<file path="src/rtl/dcache_line_sequencer.sv">
// Line-to-word sequencer between the dcache controller and the word memory port.
// Splits refill/write-back lines into LINE_WORDS handshaked word transactions.
module dcache_line_sequencer #(
  parameter int unsigned LINE_WORDS = 4,
  parameter int unsigned TIMEOUT    = 64
) (
  input  logic                       clk,
  input  logic                       rst_n,
  input  logic                       line_req,
  output logic                       line_ready,
  input  logic                       line_we,
  input  logic [31:0]                line_addr,
  input  logic [LINE_WORDS*32-1:0]   line_wdata,
  output logic [LINE_WORDS*32-1:0]   line_rdata,
  output logic                       line_done,
  output logic                       line_err,
  output logic                       mem_req,
  output logic                       mem_we,
  output logic [31:0]                mem_addr,
  output logic [31:0]                mem_wdata,
  input  logic                       mem_ready,
  input  logic [31:0]                mem_rdata
);

  localparam int unsigned     IDXW     = $clog2(LINE_WORDS);
  localparam int unsigned     TMOW     = $clog2(TIMEOUT);
  localparam logic [31:0]     OFF_MASK = 32'(LINE_WORDS * 4 - 1);
  localparam logic [IDXW-1:0] IDX_LAST = IDXW'(LINE_WORDS - 1);
  localparam logic [TMOW-1:0] TMO_LAST = TMOW'(TIMEOUT - 1);

  typedef enum logic [1:0] {
    ST_IDLE,
    ST_XFER,
    ST_GAP,
    ST_DONE
  } state_t;

  state_t                        state_q, state_nx;
  logic [IDXW-1:0]               idx_q, idx_nx;
  logic [TMOW-1:0]               tmo_q, tmo_nx;
  logic                          err_q, err_nx;
  logic                          we_q, we_nx;
  logic [31:0]                   base_q, base_nx;
  logic [LINE_WORDS-1:0][31:0]   wbuf_q, wbuf_nx;
  logic [LINE_WORDS-1:0][31:0]   rbuf_q;
  logic                          capture;
  logic                          rd_store;

  logic                          line_ready_q;
  logic                          line_done_q;
  logic                          line_err_q;
  logic                          mem_req_q;
  logic                          mem_we_q;
  logic [31:0]                   mem_addr_q;
  logic [31:0]                   mem_wdata_q;

  always_comb begin
    state_nx = state_q;
    idx_nx   = idx_q;
    tmo_nx   = tmo_q;
    err_nx   = err_q;
    capture  = 1'b0;
    rd_store = 1'b0;
    case (state_q)
      ST_IDLE: begin
        if (line_req) begin
          capture  = 1'b1;
          idx_nx   = '0;
          tmo_nx   = '0;
          err_nx   = 1'b0;
          state_nx = ST_XFER;
        end
      end
      ST_XFER: begin
        if (mem_ready) begin
          rd_store = ~we_q;
          if (idx_q == IDX_LAST) begin
            state_nx = ST_DONE;
          end else begin
            idx_nx   = idx_q + 1'b1;
            state_nx = ST_GAP;
          end
        end else if (tmo_q == TMO_LAST) begin
          err_nx   = 1'b1;
          state_nx = ST_DONE;
        end else begin
          tmo_nx = tmo_q + 1'b1;
        end
      end
      ST_GAP: begin
        tmo_nx   = '0;
        state_nx = ST_XFER;
      end
      ST_DONE: begin
        err_nx   = 1'b0;
        state_nx = ST_IDLE;
      end
      default: state_nx = ST_IDLE;
    endcase
  end

  always_comb begin
    we_nx   = capture ? line_we                 : we_q;
    base_nx = capture ? (line_addr & ~OFF_MASK) : base_q;
    wbuf_nx = capture ? line_wdata              : wbuf_q;
  end

  always_ff @(posedge clk or negedge rst_n) begin
    if (!rst_n) begin
      state_q <= ST_IDLE;
      idx_q   <= '0;
      tmo_q   <= '0;
      err_q   <= 1'b0;
      we_q    <= 1'b0;
      base_q  <= '0;
      wbuf_q  <= '0;
      rbuf_q  <= '0;
    end else begin
      state_q <= state_nx;
      idx_q   <= idx_nx;
      tmo_q   <= tmo_nx;
      err_q   <= err_nx;
      we_q    <= we_nx;
      base_q  <= base_nx;
      wbuf_q  <= wbuf_nx;
      if (rd_store) begin
        rbuf_q[idx_q] <= mem_rdata;
      end
    end
  end

  // Outputs are registered from the next-state values so they change on the
  // same edge as the state they describe.
  always_ff @(posedge clk or negedge rst_n) begin
    if (!rst_n) begin
      line_ready_q <= 1'b1;
      line_done_q  <= 1'b0;
      line_err_q   <= 1'b0;
      mem_req_q    <= 1'b0;
      mem_we_q     <= 1'b0;
      mem_addr_q   <= '0;
      mem_wdata_q  <= '0;
    end else begin
      line_ready_q <= (state_nx == ST_IDLE);
      line_done_q  <= (state_nx == ST_DONE);
      line_err_q   <= (state_nx == ST_DONE) && err_nx;
      mem_req_q    <= (state_nx == ST_XFER);
      mem_we_q     <= (state_nx == ST_XFER) && we_nx;
      if (state_nx == ST_XFER) begin
        mem_addr_q  <= base_nx + {{(30 - IDXW){1'b0}}, idx_nx, 2'b00};
        mem_wdata_q <= wbuf_nx[idx_nx];
      end
    end
  end

  assign line_ready = line_ready_q;
  assign line_done  = line_done_q;
  assign line_err   = line_err_q;
  assign line_rdata = rbuf_q;
  assign mem_req    = mem_req_q;
  assign mem_we     = mem_we_q;
  assign mem_addr   = mem_addr_q;
  assign mem_wdata  = mem_wdata_q;

endmodule

</file>
<file path="config.mk">
export PLATFORM = sky130hd
export DESIGN_NAME = dcache_line_sequencer
export DESIGN_NICKNAME = d
export VERILOG_FILES = /design/src/rtl/dcache_line_sequencer.sv
export SDC_FILE = /design/constraint.sdc
export NUM_CORES = 1
export LEC_CHECK = 0
export CAP_MARGIN = 20
export CORE_AREA = 8 8 195 197
export DETAILED_ROUTE_END_ITERATION = 8
export DIE_AREA = 0 0 203 205
export PLACE_DENSITY = 0.74
export SLEW_MARGIN = 30
export SYNTH_ARGS = -nofsm -noshare
export SYNTH_HDL_FRONTEND = slang
export SYNTH_SLANG_ARGS = --single-unit
</file>
<file path="constraint.sdc">
create_clock -name clk -period 10.6 [get_ports clk]
set_clock_uncertainty 0.15 [all_clocks]
set_input_delay 3.18 -clock clk [delete_from_list [all_inputs] [get_ports clk]]
set_output_delay 3.18 -clock clk [all_outputs]
set_load 0.02 [all_outputs]
</file>
; ---- Word-level counts from Yosys, hierarchy flattened
; Index checks and enable logic that the tools add are counted.
[classes]
add_sub_neg = 3
magnitude_cmp = 3
n_eq_ne = 10
n_mux = 29
bitwise = 1
n_reduce_logical = 7
[ops]
columns = cell, n
row1 = 128-bit bitwise mux, 1
row2 = 128-bit two-way mux, 1
row3 = 32-bit two-way mux, 3
row4 = 32-bit binary-select mux with 2-bit select, 1
row5 = 32-bit demux with 2-bit select, 1
row6 = 32-bit by 4-bit adder with 32-bit output, 1
row7 = 6-bit two-way mux, 3
row8 = 6-bit one-hot mux with 3 select lines, 1
row9 = 2-bit two-way mux, 6
row10 = 1-bit two-way mux, 9
row11 = "2-bit == test, second input constant", 4
row12 = 2-bit one-hot mux with 4 select lines, 1
row13 = "6-bit by 1-bit adder with 6-bit output, second input constant", 1
row14 = "6-bit == test, second input constant", 1
row15 = "2-bit by 3-bit < comparator with 1-bit output, second input constant", 2
row16 = "2-bit inequality test, second input constant", 3
row17 = "2-bit by 1-bit == test with 1-bit output, second input constant", 2
row18 = 2-bit zero test, 2
row19 = 2-bit one-hot mux with 2 select lines, 1
row20 = 4-bit AND reduction, 1
row21 = 1-bit logical AND, 3
row22 = 1-bit one-hot mux with 3 select lines, 1
row23 = 3-bit nonzero test, 1
row24 = "2-bit by 1-bit adder with 2-bit output, second input constant", 1
row25 = 2 further kinds, 2
[totals]
regBits = 369
input_bits = 197
elab_cells = 74

; ---- Depth between registers and ports, before layout
; Gate-level depths: netlist of run 1.
[logic_depth]
ltp_word = 6
mapped_depth = 14
depth_no_buf = 10

; ---- Least setup slack after synthesis of run 1
; No wires, ideal clock.
[synth_timing]
path_type = input -> register
start = in line_req
end = reg mem_addr_q[31] (netlist: mem_addr[31])
setup_time_ns = 0.134
arrival_ns = 6.286
required_time_ns = 10.316
slack_ns = 4.030
stages = 12
n_path_buf = 4
path_cell_list = or3b_4 > clkbuf_1 > clkbuf_1 > buf_2 > clkbuf_1 > and2_1 > ha_1 > a21oi_1 > or4_1 > a222oi_1 > and4_1 > o31ai_1
[synth_between]
elab_chain_len = 4
elab_cells_between_ends = 9
[synth_rtl]
columns = item, line_no
row1 = from (decl), 9  ; input logic line_req,
row2 = 1-bit two-way mux, 66  ; if (line_req) begin
row3 = 1-bit two-way mux, 64  ; case (state_q)
row4 = 32-bit two-way mux, 104  ; base_nx = capture ? (line_addr & ~OFF_MASK) : base_q;
row5 = named net base_nx[3], 43  ; logic [31:0] base_q, base_nx;
row6 = 32-bit by 4-bit adder with 32-bit output, 150  ; mem_addr_q <= base_nx + {{(30 - IDXW){1'b0}}, idx_nx, 2'b00};
row7 = to (signal assigned), 150
row8 = to (decl), 54  ; logic [31:0] mem_addr_q;
; The timed path passes the listed nets, and every way through them passes these cells.
; A chain may end at the register's enable or synchronous reset.

; ---- Worst setup path in the final report of run 1
[layout_timing]
start = in line_req
end = reg mem_addr_q[31] (netlist: mem_addr[31])
[layout_between]
elab_chain_len = 4
elab_cells_between_ends = 9
[layout_rtl]
columns = item, line_no
row1 = 1-bit two-way mux, 66
row2 = 1-bit two-way mux, 64
row3 = 32-bit two-way mux, 104
row4 = 32-bit by 4-bit adder with 32-bit output, 150
; Parallel ways exist; a longest one is shown, timed or not.

==> results by group, run 1 <==
Setup path
  • CP arrival: 7.28 ns
  • Critical path class: input pin to flop
  • Crit-path cells: clkdlybuf4s50_1, or3b_4, a32o_2, buf_4, ha_1, a21oi_1, or4_1, a222oi_1, clkbuf_2, a31oi_1, o31ai_1
  • CP endpoint kind: flop
  • Startpoint type of the worst setup path: input pin
  • WP data required: 10.86 ns
  • Worst Path Max Fanout: 71
  • Worst path slowest cell: or3b_4
  • Crit-path max cell delay: 0.82 ns
  • CP delay by family, top: simple AND/OR/NAND/NOR gates
  • Worst path bufs/invs: 3

Worst hold path
  • HP Class: flop to flop

Pwr
  • Leak: 9.62 nW
  • PD cells: 320 nW/um2
  • Flop pwr share: 35.0%
  • Clock network fraction of total power: 21.5%
  • Cell-internal power: 4.39 mW
  • Combinational Power Share: 43.5%
  • Tot Pwr: 6.82 mW
  • Sw Ratio: 35.6%
  • Peak supply drop: 0.200 mV
  • Psw: 2.43 mW

Timing
  • Fin. Hold Viols: 0
  • Setup TNS: 0 ns
  • Final worst-path cycle share: 66.2%
  • Fmax: 143 MHz
  • Worst setup margin: 3.58 ns
  • Finish-stage setup viols: 0
  • Fin crit period: 7.02 ns
  • Slew Limit Headroom: 37.0%
  • Slew @ Worst Pin: 0.945 ns
  • Fin. max-slew vios: 0
  • Unrepaired setup endpoints after global routing: no

Detailed routing
  • DRC errors left: 0
  • Routed vias: 11600
  • WL per Instance: 20.1 um
  • Final antenna-violating net count: 0
  • Total wire length: 44.6 mm
  • Drt via density: 5.20
  • DR pass1 iterations: 7
  • Starting DRC count in detailed routing: 628

Clocking
  • Number of H-tree levels: 2
  • Post-CTS setup buffers: 0
  • Clk pin slew, worst setup/hold paths: 0.06 ns
  • CTS tree: yes
  • TritonCTS buffer count: 41
  • Clk_lat worst skew: 0.53 ns
  • Hold_buf cts: 0
  • Clock tree buffer depth: 3
  • Cts repair resizes: 0
  • Root buffer cell: clkbuf_16
  • Clk sink count: 369

Logic synthesis
  • Syn Std Cell Area: 15500 um2
  • Synth warn: 0
  • Netlist cell types: 54
  • Mapped Nets: 1552
  • Post-synth EDFFs: 0
  • Mean post-synth cell area: 11.5 um2
  • Post-synth ARST share: 100%
  • Sequential element share of the synthesized area: 59.7%
  • Register bit total from synthesis: 369
  • Largest cells by area after synthesis: dfrtp_1 (60%), mux2_2 (13%), nand2_1 (11%), mux4_2 (4.7%), clkbuf_1 (1.1%)
  • Top FF cell, synth: dfrtp_1
  • Cell taking the most area after synthesis: dfrtp_1
  • Syn Inst Count: 1351
  • Share of the synthesized area in the top cell type: 59.5%

Finish
  • Post-route cell area: 21300 um2
  • Final core utilization: 60.9%
  • Synth-to-layout area growth: 37.6%
  • Layout Nets: 1932
  • Fill cell count: 2773
  • Share of layout cells above drive strength 1: 17.2%

Die
  • I/O Pins: 394
  • Initial Util: 44.3%
  • Die Height: 205 um
  • Core Area: 35000 um2
  • Die extent in x: 203 um
  • Num rows: 69
  • Die area: 41600 um2

Placed design
  • RD Place Congestion: 0.845
  • Buffers on Ports: 389
  • Pre-CTS setup slack: 2.85 ns
  • Placed cell area: 19800 um2
  • HPWL after detailed placement: 30.8 mm

GRT
  • Initial antenna violation count: 3
  • GR Util All Layers: 20.9%
  • Largest net degree at the start of global routing: 174
  • Overflow after GRT: 0
  • First-pass GRT wire length: 69.5 mm
  • Vias in the first global route: 12100

Job
  • MaxCap Viol Count: 0

Outcome
  • Outcome: complete, no violations
registers in the layout, indices dropped and copies added, names as in the netlist:
name	count
line_err	1
base_q	32
wbuf_q	128
mem_req	1
line_done	1
line_ready	1
mem_addr	32
err_q	1
we_q	1
state_q	2
mem_wdata	32
idx_q	2
line_rdata	128
mem_we	1
tmo_q	6
cells by family (layout without fill, tap and decap cells):
kind of cell             count (synthesis)  in the layout  share of synthesized area (%)
flip-flops                             369            369                           59.7
multiplexers                           216            216                           18.0
other                                    0              3                              0
buffers and inverters                   76            484                           2.01
AND/OR/NAND/NOR                        595            595                           15.9
adder cells (fa/ha/maj)                  4              4                          0.372
XOR/XNOR                                16             16                          0.906
AO/OA/AOI/OAI                           75             75                           3.15
synth_stat cells, types with 8 or more instances:
| cell | number |
|---|---|
| a21oi_1 | 21 |
| and3_1 | 9 |
| buf_1 | 13 |
| buf_2 | 8 |
| clkbuf_1 | 46 |
| dfrtp_1 | 368 |
| mux2_2 | 174 |
| mux2i_1 | 10 |
| mux4_2 | 32 |
| nand2_1 | 460 |
| nand3_1 | 20 |
| nand4_1 | 12 |
| nor2_1 | 44 |
| nor4_1 | 11 |
| o21ai_0 | 14 |
| o31ai_1 | 9 |
| xor2_1 | 10 |
layer usage:
metal  GRT usage, %  up-vias  routed length [um]
li1               -     5367                   -
met1           26.5     5774               18400
met2           34.9      332               22200
met3           4.63       85                2560
met4           8.08        2                1480
met5              0        -                  12
layout make-up:
| class | count | area, um2 | area share [%] |
|---|---|---|---|
| well taps | 461 | 577 | 2.71 |
| repair buffers | 406 | 4080 | 19.2 |
| flip-flops and latches | 369 | 9240 | 43.4 |
| clock buffers | 55 | 1170 | 5.50 |
| inverters | 7 | 26.3 | 0.123 |
| clock inverters | 16 | 231 | 1.09 |
| multi-input cells | 906 | 5950 | 28.0 |
| diodes | 3 | 7.51 | 0.0353 |
power by group through the flow:
stage / clock [mW] / combinational [mW] / sequential (mW)
after floorplan: 0 / 1.34 / 2.77
after global placement: 0 / 2.93 / 2.37
after detailed placement: 0 / 2.99 / 2.40
after CTS: 1.50 / 3.01 / 2.38
after global routing: 1.56 / 3.20 / 2.46
final: 1.47 / 2.97 / 2.38
path summary, 6_finish.rpt:
path | startpoint | endpoint | slack (ns) | cells past startpoint
max | line_req | mem_addr[31] | 3.58 | 11
min | wbuf_q[42] | wbuf_q[42] | 0.32 | 2
max reg2reg | state_q[0] | mem_addr[31] | 6.22 | 10
min reg2reg | wbuf_q[42] | wbuf_q[42] | 0.32 | 2
max in group asynchronous | rst_n | mem_addr[27] | 6.35 | 3
min in group asynchronous | rst_n | line_rdata[75] | 2.53 | 1
worst register-to-register path, cell delays in order (launching register included):
cell and delay [ns]:
dfrtp_1 0.53, or3b_4 0.76, a32o_2 0.23, buf_4 0.53, ha_1 0.25, a21oi_1 0.15
or4_1 0.49, a222oi_1 0.54, clkbuf_2 0.27, a31oi_1 0.10, o31ai_1 0.25
per-stage QoR:
step | std cells | hold WS [ns]
finish | 2223 | 0.318
global route | 2222 | 0.329
CTS | 2218 | 0.318
detailed placement | 2147 | 0.304
global placement | 2146 | 0.298
floorplan | 1351 | 0.286
cell usage in the layout (no fill, tap or decap), types with 10 or more instances in the layout:
| cell type | instances |
|---|---|
| buf_4 | 11 |
| nand3_1 | 20 |
| nor2_1 | 42 |
| o21ai_0 | 14 |
| mux4_2 | 32 |
| a21oi_1 | 21 |
| nand4_1 | 12 |
| clkbuf_16 | 42 |
| mux2i_1 | 10 |
| nor4_1 | 11 |
| xor2_1 | 10 |
| nand2_1 | 460 |
| dfrtp_1 | 368 |
| clkdlybuf4s50_1 | 388 |
| mux2_2 | 174 |
No activity file was read; power rests on OpenSTA's default activity.
==> run 2, diff against run 1 <==
clock period = 7.18 ns   (was 10.6 ns; I/O delays follow)
==> results by group, run 2 (synthesized netlist as in run 1, its figures left out) <==
Outcome
  • Outcome: complete, no violations (unchanged)

Setup path
  • Reg2reg end: mem_addr[17] (was mem_addr[31])
  • WP data required: 7.44 ns (was 10.86 ns)
  • CP arrival: 5.46 ns (was 7.28 ns)
  • Critical path origin: line_req (unchanged)
  • Worst setup endpoint: mem_addr[17] (was mem_addr[31])
  • Startpoint type of the worst setup path: input pin (unchanged)
  • RR Startpoint: state_q[0] (unchanged)
  • Worst Path Max Fanout: 8 (was 71)
  • Worst R2R Setup Slack: 3.63 ns (was 6.22 ns)
  • Critical path class: input pin to flop (unchanged)
  • R2R depth: 8 (was 10)
  • CP endpoint kind: flop (unchanged)

Placed design
  • RD Place Congestion: 0.831 (was 0.845)
  • Placed cell area: 19900 um2 (was 19800 um2)
  • Buffers on Ports: 389 (unchanged)
  • Pre-CTS setup slack: 1.53 ns (was 2.85 ns)
  • HPWL after detailed placement: 30.6 mm (was 30.8 mm)

Detailed routing
  • WL per Instance: 19.7 um (was 20.1 um)
  • DRC errors left: 0 (unchanged)
  • Drt via density: 5.18 (was 5.20)
  • Total wire length: 43.7 mm (was 44.6 mm)
  • Final antenna-violating net count: 0 (unchanged)
  • Starting DRC count in detailed routing: 739 (was 628)
  • Routed vias: 11500 (was 11600)
  • DR pass1 iterations: 5 (was 7)

Finish
  • Fill cell count: 2795 (was 2773)
  • Layout Nets: 1929 (was 1932)
  • Synth-to-layout area growth: 37.0% (was 37.6%)
  • Share of layout cells above drive strength 1: 16.9% (was 17.2%)
  • Commonest cells after routing, fill and taps aside: nand2_1 (460), clkdlybuf4s50_1 (388), dfrtp_1 (368) (unchanged)
  • Most common cell after layout, fill and taps aside: nand2_1 (unchanged)
  • Post-route cell area: 21200 um2 (was 21300 um2)

Timing
  • Setup TNS: 0 ns (unchanged)
  • Fin. max-slew vios: 0 (unchanged)
  • Fin. Hold Viols: 0 (unchanged)
  • Fin crit period: 5.21 ns
  • Slew Limit Headroom: 37.5% (was 37.0%)
  • Unrepaired setup endpoints after global routing: no (unchanged)
  • Finish-stage setup viols: 0 (unchanged)
  • Worst setup margin: 1.97 ns (was 3.58 ns)
  • Final worst-path cycle share: 72.5%
  • Slew @ Worst Pin: 0.938 ns (was 0.945 ns)
  • Fmax: 192 MHz

Die
  • Num rows: 69 (unchanged)
  • Core Area: 35000 um2 (unchanged)
  • Die Height: 205 um (unchanged)
  • Die extent in x: 203 um (unchanged)
  • Die area: 41600 um2 (unchanged)
  • I/O Pins: 394 (unchanged)
  • Initial Util: 44.3% (unchanged)

GRT
  • GR Util All Layers: 20.5% (was 20.9%)
  • First-pass GRT wire length: 68.6 mm (was 69.5 mm)
  • Overflow after GRT: 0 (unchanged)
  • Initial antenna violation count: 2 (was 3)
  • Vias in the first global route: 12100 (about the same)
  • Largest net degree at the start of global routing: 178 (was 174)

Clocking
  • Clk_lat worst skew: 0.51 ns (was 0.53 ns)
  • Root buffer cell: clkbuf_16 (unchanged)
  • Clk pin slew, worst setup/hold paths: 0.06 ns (about the same)
  • Clock tree buffer depth: 3 (unchanged)
  • Post-CTS setup buffers: 0 (unchanged)
  • TritonCTS buffer count: 39 (was 41)
  • Clk sink count: 369 (unchanged)
  • Hold_buf cts: 0 (unchanged)
  • CTS tree: yes (unchanged)
  • Number of H-tree levels: 2 (unchanged)
  • Cts repair resizes: 0 (unchanged)

Job
  • MaxCap Viol Count: 0 (unchanged)

Pwr
  • Tot Pwr: 9.93 mW (was 6.82 mW)
  • PD cells: 469 nW/um2 (was 320 nW/um2)
  • Peak supply drop: 0.315 mV (was 0.200 mV)
  • Leak: 9.57 nW (was 9.62 nW)

Worst hold path
  • HP Class: flop to flop (unchanged)
-- run 2: through the flow --
step	hold slack [ns]	utilization, %	instances
global placement	0.298	56.7	2146
detailed placement	0.306	56.9	2148
CTS	0.320	60.6	2216
global route	0.330	60.6	2218
finish	0.316	60.6	2219
floorplan	0.286	-	1351
-- run 2: final cells by class --
type	instances	area (um2)	share of cell area [%]
flip-flops and latches	369	9240	43.6
inverters	7	26.3	0.124
clock buffers	57	1140	5.40
clock inverters	11	161	0.762
repair buffers	405	4090	19.3
diodes	3	7.51	0.0354
well taps	461	577	2.72
multi-input cells	906	5950	28.1
-- run 2: metal layers --
| metal | vias to the layer above | global-route usage, % | part of all wire, % |
|---|---|---|---|
| met3 | 74 | 4.36 | 5.9 |
| met5 | - | 0 | 0 |
| met1 | 5714 | 26.2 | 41 |
| li1 | 5373 | - | - |
| met4 | 0 | 6.99 | 2.9 |
| met2 | 326 | 34.5 | 50 |
-- run 2: worst min-delay path by stage --
stage,start,endpoint,slack (ns),cells past startpoint
final,wbuf_q[35],wbuf_q[35],0.32,2
after global routing,wbuf_q[77],wbuf_q[77],0.33,2
after CTS,wbuf_q[65],wbuf_q[65],0.32,2
after detailed placement,wbuf_q[65],wbuf_q[65],0.31,2
after global placement,wbuf_q[42],wbuf_q[42],0.30,2
after floorplan,wbuf_q[63],wbuf_q[63],0.29,2
-- run 2: report_power, final --
part	switching (mW)	internal, mW
clock network	0.788	1.25
registers	0.461	3.05
logic	2.27	2.11
-- run 2: critical path, cell delays in order --
cell	delay (ns)
clkdlybuf4s50_1	0.54
or3b_4	0.45
a32o_2	0.27
ha_1	0.28
a21oi_1	0.14
nor4_1	0.68
o21ai_1	0.35
or3_1	0.38
a211oi_1	0.21
==> run 3, diff against run 2 <==
PLACE_DENSITY = 0.77   (was 0.74)
clock period = 4.3 ns   (was 7.18 ns; I/O delays follow)
==> results by group, run 3 (synthesized netlist as in run 1, its figures left out) <==
Pwr
  • Peak supply drop: 0.563 mV (was 0.315 mV)
  • Tot Pwr: 16.7 mW (was 9.93 mW)
  • Leak: 9.76 nW (was 9.57 nW)
  • PD cells: 777 nW/um2 (was 469 nW/um2)

Finish
  • Fill cell count: 2757 (was 2795)
  • Reg area: 9240 um2 (unchanged)
  • Final core utilization: 61.6% (was 60.6%)
  • Commonest cells after routing, fill and taps aside: nand2_1 (460), clkdlybuf4s50_1 (388), dfrtp_1 (368) (unchanged)
  • Most common cell after layout, fill and taps aside: nand2_1 (unchanged)
  • Synth-to-layout area growth: 39.2% (was 37.0%)
  • Multi-input logic area: 5990 um2 (was 5950 um2)
  • Layout Nets: 1973 (was 1929)
  • Share of layout cells above drive strength 1: 18.8% (was 16.9%)

Setup path
  • CP endpoint kind: flop (unchanged)
  • WP data required: 4.58 ns (was 7.44 ns)
  • Crit-path cells: clkdlybuf4s50_1, or3b_4, a32o_2, ha_4, a21oi_4, or4_1, a222oi_1, buf_4, a31oi_1, o31ai_1 (was clkdlybuf4s50_1, or3b_4, a32o_2, ha_1, a21oi_1, nor4_1, o21ai_1, or3_1, a211oi_1)
  • Startpoint type of the worst setup path: input pin (unchanged)
  • Crit-path max cell delay: 0.53 ns (was 0.68 ns)
  • CP arrival: 4.28 ns (was 5.46 ns)
  • Critical path class: input pin to flop (unchanged)
  • Worst path bufs/invs: 2 (was 1)
  • Worst R2R Setup Slack: 0.97 ns (was 3.63 ns)
  • Worst Path Max Fanout: 8 (unchanged)
  • Worst path slowest cell: or4_1 (was nor4_1)
  • CP delay by family, top: compound AO/OA/AOI/OAI gates (was simple AND/OR/NAND/NOR gates)

Clocking
  • Clk_lat worst skew: 0.53 ns (was 0.51 ns)
  • Number of H-tree levels: 2 (unchanged)
  • Clk sink count: 369 (unchanged)
  • Clock tree buffer depth: 3 (unchanged)
  • Clk pin slew, worst setup/hold paths: 0.06 ns (about the same)
  • CTS tree: yes (unchanged)
  • Root buffer cell: clkbuf_16 (unchanged)
  • Hold_buf cts: 0 (unchanged)
  • Cts repair resizes: 0 (unchanged)
  • Post-CTS setup buffers: 0 (unchanged)
  • TritonCTS buffer count: 40 (was 39)

GRT
  • Largest net degree at the start of global routing: 100 (was 178)
  • Overflow after GRT: 0 (unchanged)
  • GR Util All Layers: 21.0% (was 20.5%)
  • First-pass GRT wire length: 70.0 mm (was 68.6 mm)
  • Initial antenna violation count: 1 (was 2)
  • Vias in the first global route: 12500 (was 12100)

Detailed routing
  • Final antenna-violating net count: 0 (unchanged)
  • Starting DRC count in detailed routing: 701 (was 739)
  • DRC errors left: 0 (unchanged)
  • Drt via density: 5.19 (was 5.18)
  • Total wire length: 44.6 mm (was 43.7 mm)
  • DR pass1 iterations: 5 (unchanged)
  • WL per Instance: 19.7 um (about the same)
  • Routed vias: 11800 (was 11500)

Die
  • Num rows: 69 (unchanged)
  • Die area: 41600 um2 (unchanged)
  • Die Height: 205 um (unchanged)
  • I/O Pins: 394 (unchanged)
  • Core Area: 35000 um2 (unchanged)
  • Die extent in x: 203 um (unchanged)
  • Initial Util: 44.3% (unchanged)

Job
  • MaxCap Viol Count: 0 (unchanged)

Timing
  • Fin. Hold Viols: 0 (unchanged)
  • Hold Slack: 0.320 ns (was 0.316 ns)
  • Worst setup margin: 0.300 ns (was 1.97 ns)
  • Fin. max-slew vios: 0 (unchanged)
  • Slew @ Worst Pin: 0.794 ns (was 0.938 ns)
  • Fin crit period: 4.00 ns
  • Fmax: 250 MHz
  • Slew Limit Headroom: 47.1% (was 37.5%)
  • Final worst-path cycle share: 93.0%
  • Finish-stage setup viols: 0 (unchanged)
  • Unrepaired setup endpoints after global routing: no (unchanged)

Placed design
  • RD Place Congestion: 0.924 (was 0.831)
  • Pre-CTS setup slack: -0.255 ns (was 1.53 ns)
  • HPWL after detailed placement: 32.0 mm (was 30.6 mm)
  • Buffers on Ports: 389 (unchanged)

Outcome
  • Outcome: complete, no violations (unchanged)

Worst hold path
  • HP Class: flop to flop (unchanged)
[run 3: cell count changes in the layout (fill, tap and decap cells not counted), sizes merged]
| cell | change |
|---|---|
| clkbuf | +8 |
| bufinv | -3 |
| inv | -1 |
| diode | -2 |
| buf | +43 |
| clkinvlp | +2 |
[run 3: worst register-to-register path, cell delays in order, from the launching register on]
cell	delay (ns)
dfrtp_1	0.51
or3b_4	0.46
a32o_2	0.27
ha_4	0.28
a21oi_4	0.06
or4_1	0.53
a222oi_1	0.41
buf_4	0.22
a31oi_1	0.08
o31ai_1	0.26
[run 3: power by group]
group / switching (mW) / internal, mW / total (mW)
registers: 0.768 / 5.10 / 5.87
clock network: 1.36 / 1.97 / 3.33
logic: 3.87 / 3.66 / 7.53
[run 3: cell type report]
cell class / count / share of cell area (%)
sequential: 369 / 42.9
timing repair buffer: 448 / 20.5
antenna: 1 / 0.0116
clock inverter: 9 / 0.413
multi-input combinational: 906 / 27.8
clock buffer: 65 / 5.56
inverter: 7 / 0.122
tap: 461 / 2.68
[run 3: per-stage QoR]
step	TNS, ns	area (um2)	cells
after floorplan	-0.475	15600	1351
after global routing	0	21500	2266
final	0	21500	2266
after global placement	-0.591	20200	2191
after detailed placement	-0.977	20200	2191
after CTS	0	21500	2265
[run 3: final timing paths]
kind	cells past startpoint	startpoint	endpoint
max in group asynchronous	3	rst_n	mem_addr[27]
worst max-delay path	10	line_req	mem_addr[31]
worst min-delay path	2	wbuf_q[74]	wbuf_q[74]
worst max register to register	9	state_q[0]	mem_addr[31]
min in group asynchronous	1	rst_n	line_rdata[116]
worst min register to register	2	wbuf_q[74]	wbuf_q[74]
[run 3: metal layers]
metal	share of wire, %	GRT usage, %	up-vias
met5	0	0	-
met4	2.8	7.20	0
met3	5.6	4.02	68
met2	51	36.1	359
met1	41	26.4	5876
li1	-	-	5450
==> variant (config.mk and constraints of run 3) <==
`TIMEOUT`: 64 -> 256.
--- a/src/rtl/dcache_line_sequencer.sv
+++ b/src/rtl/dcache_line_sequencer.sv
@@ -2,7 +2,7 @@
 // Splits refill/write-back lines into LINE_WORDS handshaked word transactions.
 module dcache_line_sequencer #(
   parameter int unsigned LINE_WORDS = 4,
-  parameter int unsigned TIMEOUT    = 64
+  parameter int unsigned TIMEOUT    = 256
 ) (
   input  logic                       clk,
   input  logic                       rst_n,
Formal check against the unedited RTL: no difference found for any inputs over 4 cycles, from zero or initial values and one cycle with rst_n low; that may be too few to reach the edited logic, so the function may still have changed.
==> variant against run 3 <==
Final area rose by 0.24%; setup slack better by 78 ps; synthesized area up 0.70%; power rose by 1.4%; maximum frequency grew 2.0%; routed wire length shrank 1.1%; cell count is 0.26% higher; count of clock-buffer cells in the layout decreased by 4; sequential cell count is 2 higher; highest routed layer is now met5.
==> variant: results (changes against run 3) <==
| Stage | Result | This run | Change |
|---|---|---|---|
| clock network | Max clock buf depth | 3 | unchanged |
| grt | Total GRT Usage | 20.8% | -0.21 points |
| status | Outcome | finished clean |  |
| clock network | Clock buffers created by TritonCTS | 41 | +2.5% |
| logic synthesis | Number of distinct standard cells referenced by the synthesized netlist | 48 | -11% |
| cells and area | Share of final-layout standard cells stronger than drive strength 1 | 17.7% | -1.0 points |
| place | Half-perimeter wire length after placement | 31400 um | -1.9% |
| setup path | Slowest cell delay on critical path | 560 ps | +30 ps |
| place | Final weighted congestion in routability-driven placement | 0.842 | -8.8% |
| route | Detailed router's first-iteration violation count | 754 | +7.6% |
| grt | Largest net degree at the start of global routing | 111 | +11% |
| pwr | Net switching fraction of the power | 35.7% | -0.16 points |
| setup path | Crit path max-delay cell type | nor4_1 |  |
| pwr | Cell leakage power | 9.75 nW | -0.10% |
| pwr | Seq pwr | 0.00594 W | +1% |
| pwr | Final total power | 0.0170 W | +1.4% |
| timing | Tightest slew margin relative to the limit | 49.5% | +2.4 points |
| grt | Via count of the first global-routing pass | 12.5k | +0.080% |
| pwr | Power of the combinational group | 0.00755 W | about the same |
| place | Worst Setup Slack post-DPL | -140 ps | +114 ps |
| logic synthesis | Part of the Yosys area used for sequential elements | 59.6% | -0.091 points |
| logic synthesis | Top cell types by occurrence after synthesis | nand2_1 (478), dfrtp_1 (370), mux2_2 (165) |  |
| route | Vias | 11.7k | -0.56% |
| grt | Wire length of the first global-routing pass | 69800 um | -0.20% |
| cells and area | Final #Nets | 1983 | +0.51% |
| timing | Min setup slack post-route | 379 ps | +78.4 ps |
| setup path | Arrival time of data at the critical path endpoint | 4190 ps | -90 ps |
| setup path | Crit-path max FO | 4 | -4 |
| setup path | Register-to-register setup slack | 820 ps | -150 ps |
| route | Post-detailed-route wirelength per cell | 19.4 um | -1.3% |
| setup path | Largest delay share family, worst path | simple AND/OR/NAND/NOR gates |  |
| grt | Initial antenna violation count | 4 | +3 |
| logic synthesis | Net count of the mapped netlist | 1575 | +1.5% |
| pwr | Worst vdd rail ir drop | 0.000443 V | -21% |
## variant: tightest hold or removal path: stages (launching register included)
cell and delay [ps]:
dfrtp_1 320, nand2_1 40, nand2_1 70
## variant: worst paths after layout
| path | cells after the start | endpoint | startpoint |
|---|---|---|---|
| max | 12 | mem_addr[26] | line_req |
| min | 2 | wbuf_q[103] | wbuf_q[103] |
| max reg2reg | 12 | mem_addr[26] | state_q[0] |
| min reg2reg | 2 | wbuf_q[103] | wbuf_q[103] |
| max in group asynchronous | 2 | line_rdata[86] | rst_n |
| min in group asynchronous | 1 | mem_wdata[23] | rst_n |
## variant: logic make-up after synthesis
kind of cell	count (synthesis)	synth area share, %
muxes	209	17.2
xor gates and xnor gates	31	1.74
DFF	371	59.6
buffers and inverters	84	2.36
AOI/OAI and AO/OA	61	2.29
adders and majority gates	4	0.369
and+or+nand+nor	614	16.4
## variant: routing by layer
metal | part of all wire [%] | vias up | GRT usage [%]
met2 | 49 | 339 | 35.3
li1 | - | 5393 | -
met1 | 42 | 5879 | 25.8
met4 | 2.6 | 4 | 6.79
met3 | 6.3 | 72 | 5.33
met5 | 0.061 | - | 0
## variant: layout make-up
type	instances	share of cell area, %
Multi-Input combinational cell	919	27.6
Sequential cell	371	43.0
Antenna cell	2	0.0232
Inverter	16	0.284
Clock buffer	61	5.71
Timing Repair Buffer	433	20.2
Clock inverter	9	0.498
Tap cell	461	2.67
## variant: metrics by stage
step	hold WS, ps	TNS [ps]	cell area (sq um)
2_1_floorplan	286	0	15600
3_3_place_gp	300	-371	20200
3_5_place_dp	304	-465	20200
4_1_cts	319	0	21600
5_1_grt	334	0	21600
6_report	317	0	21600
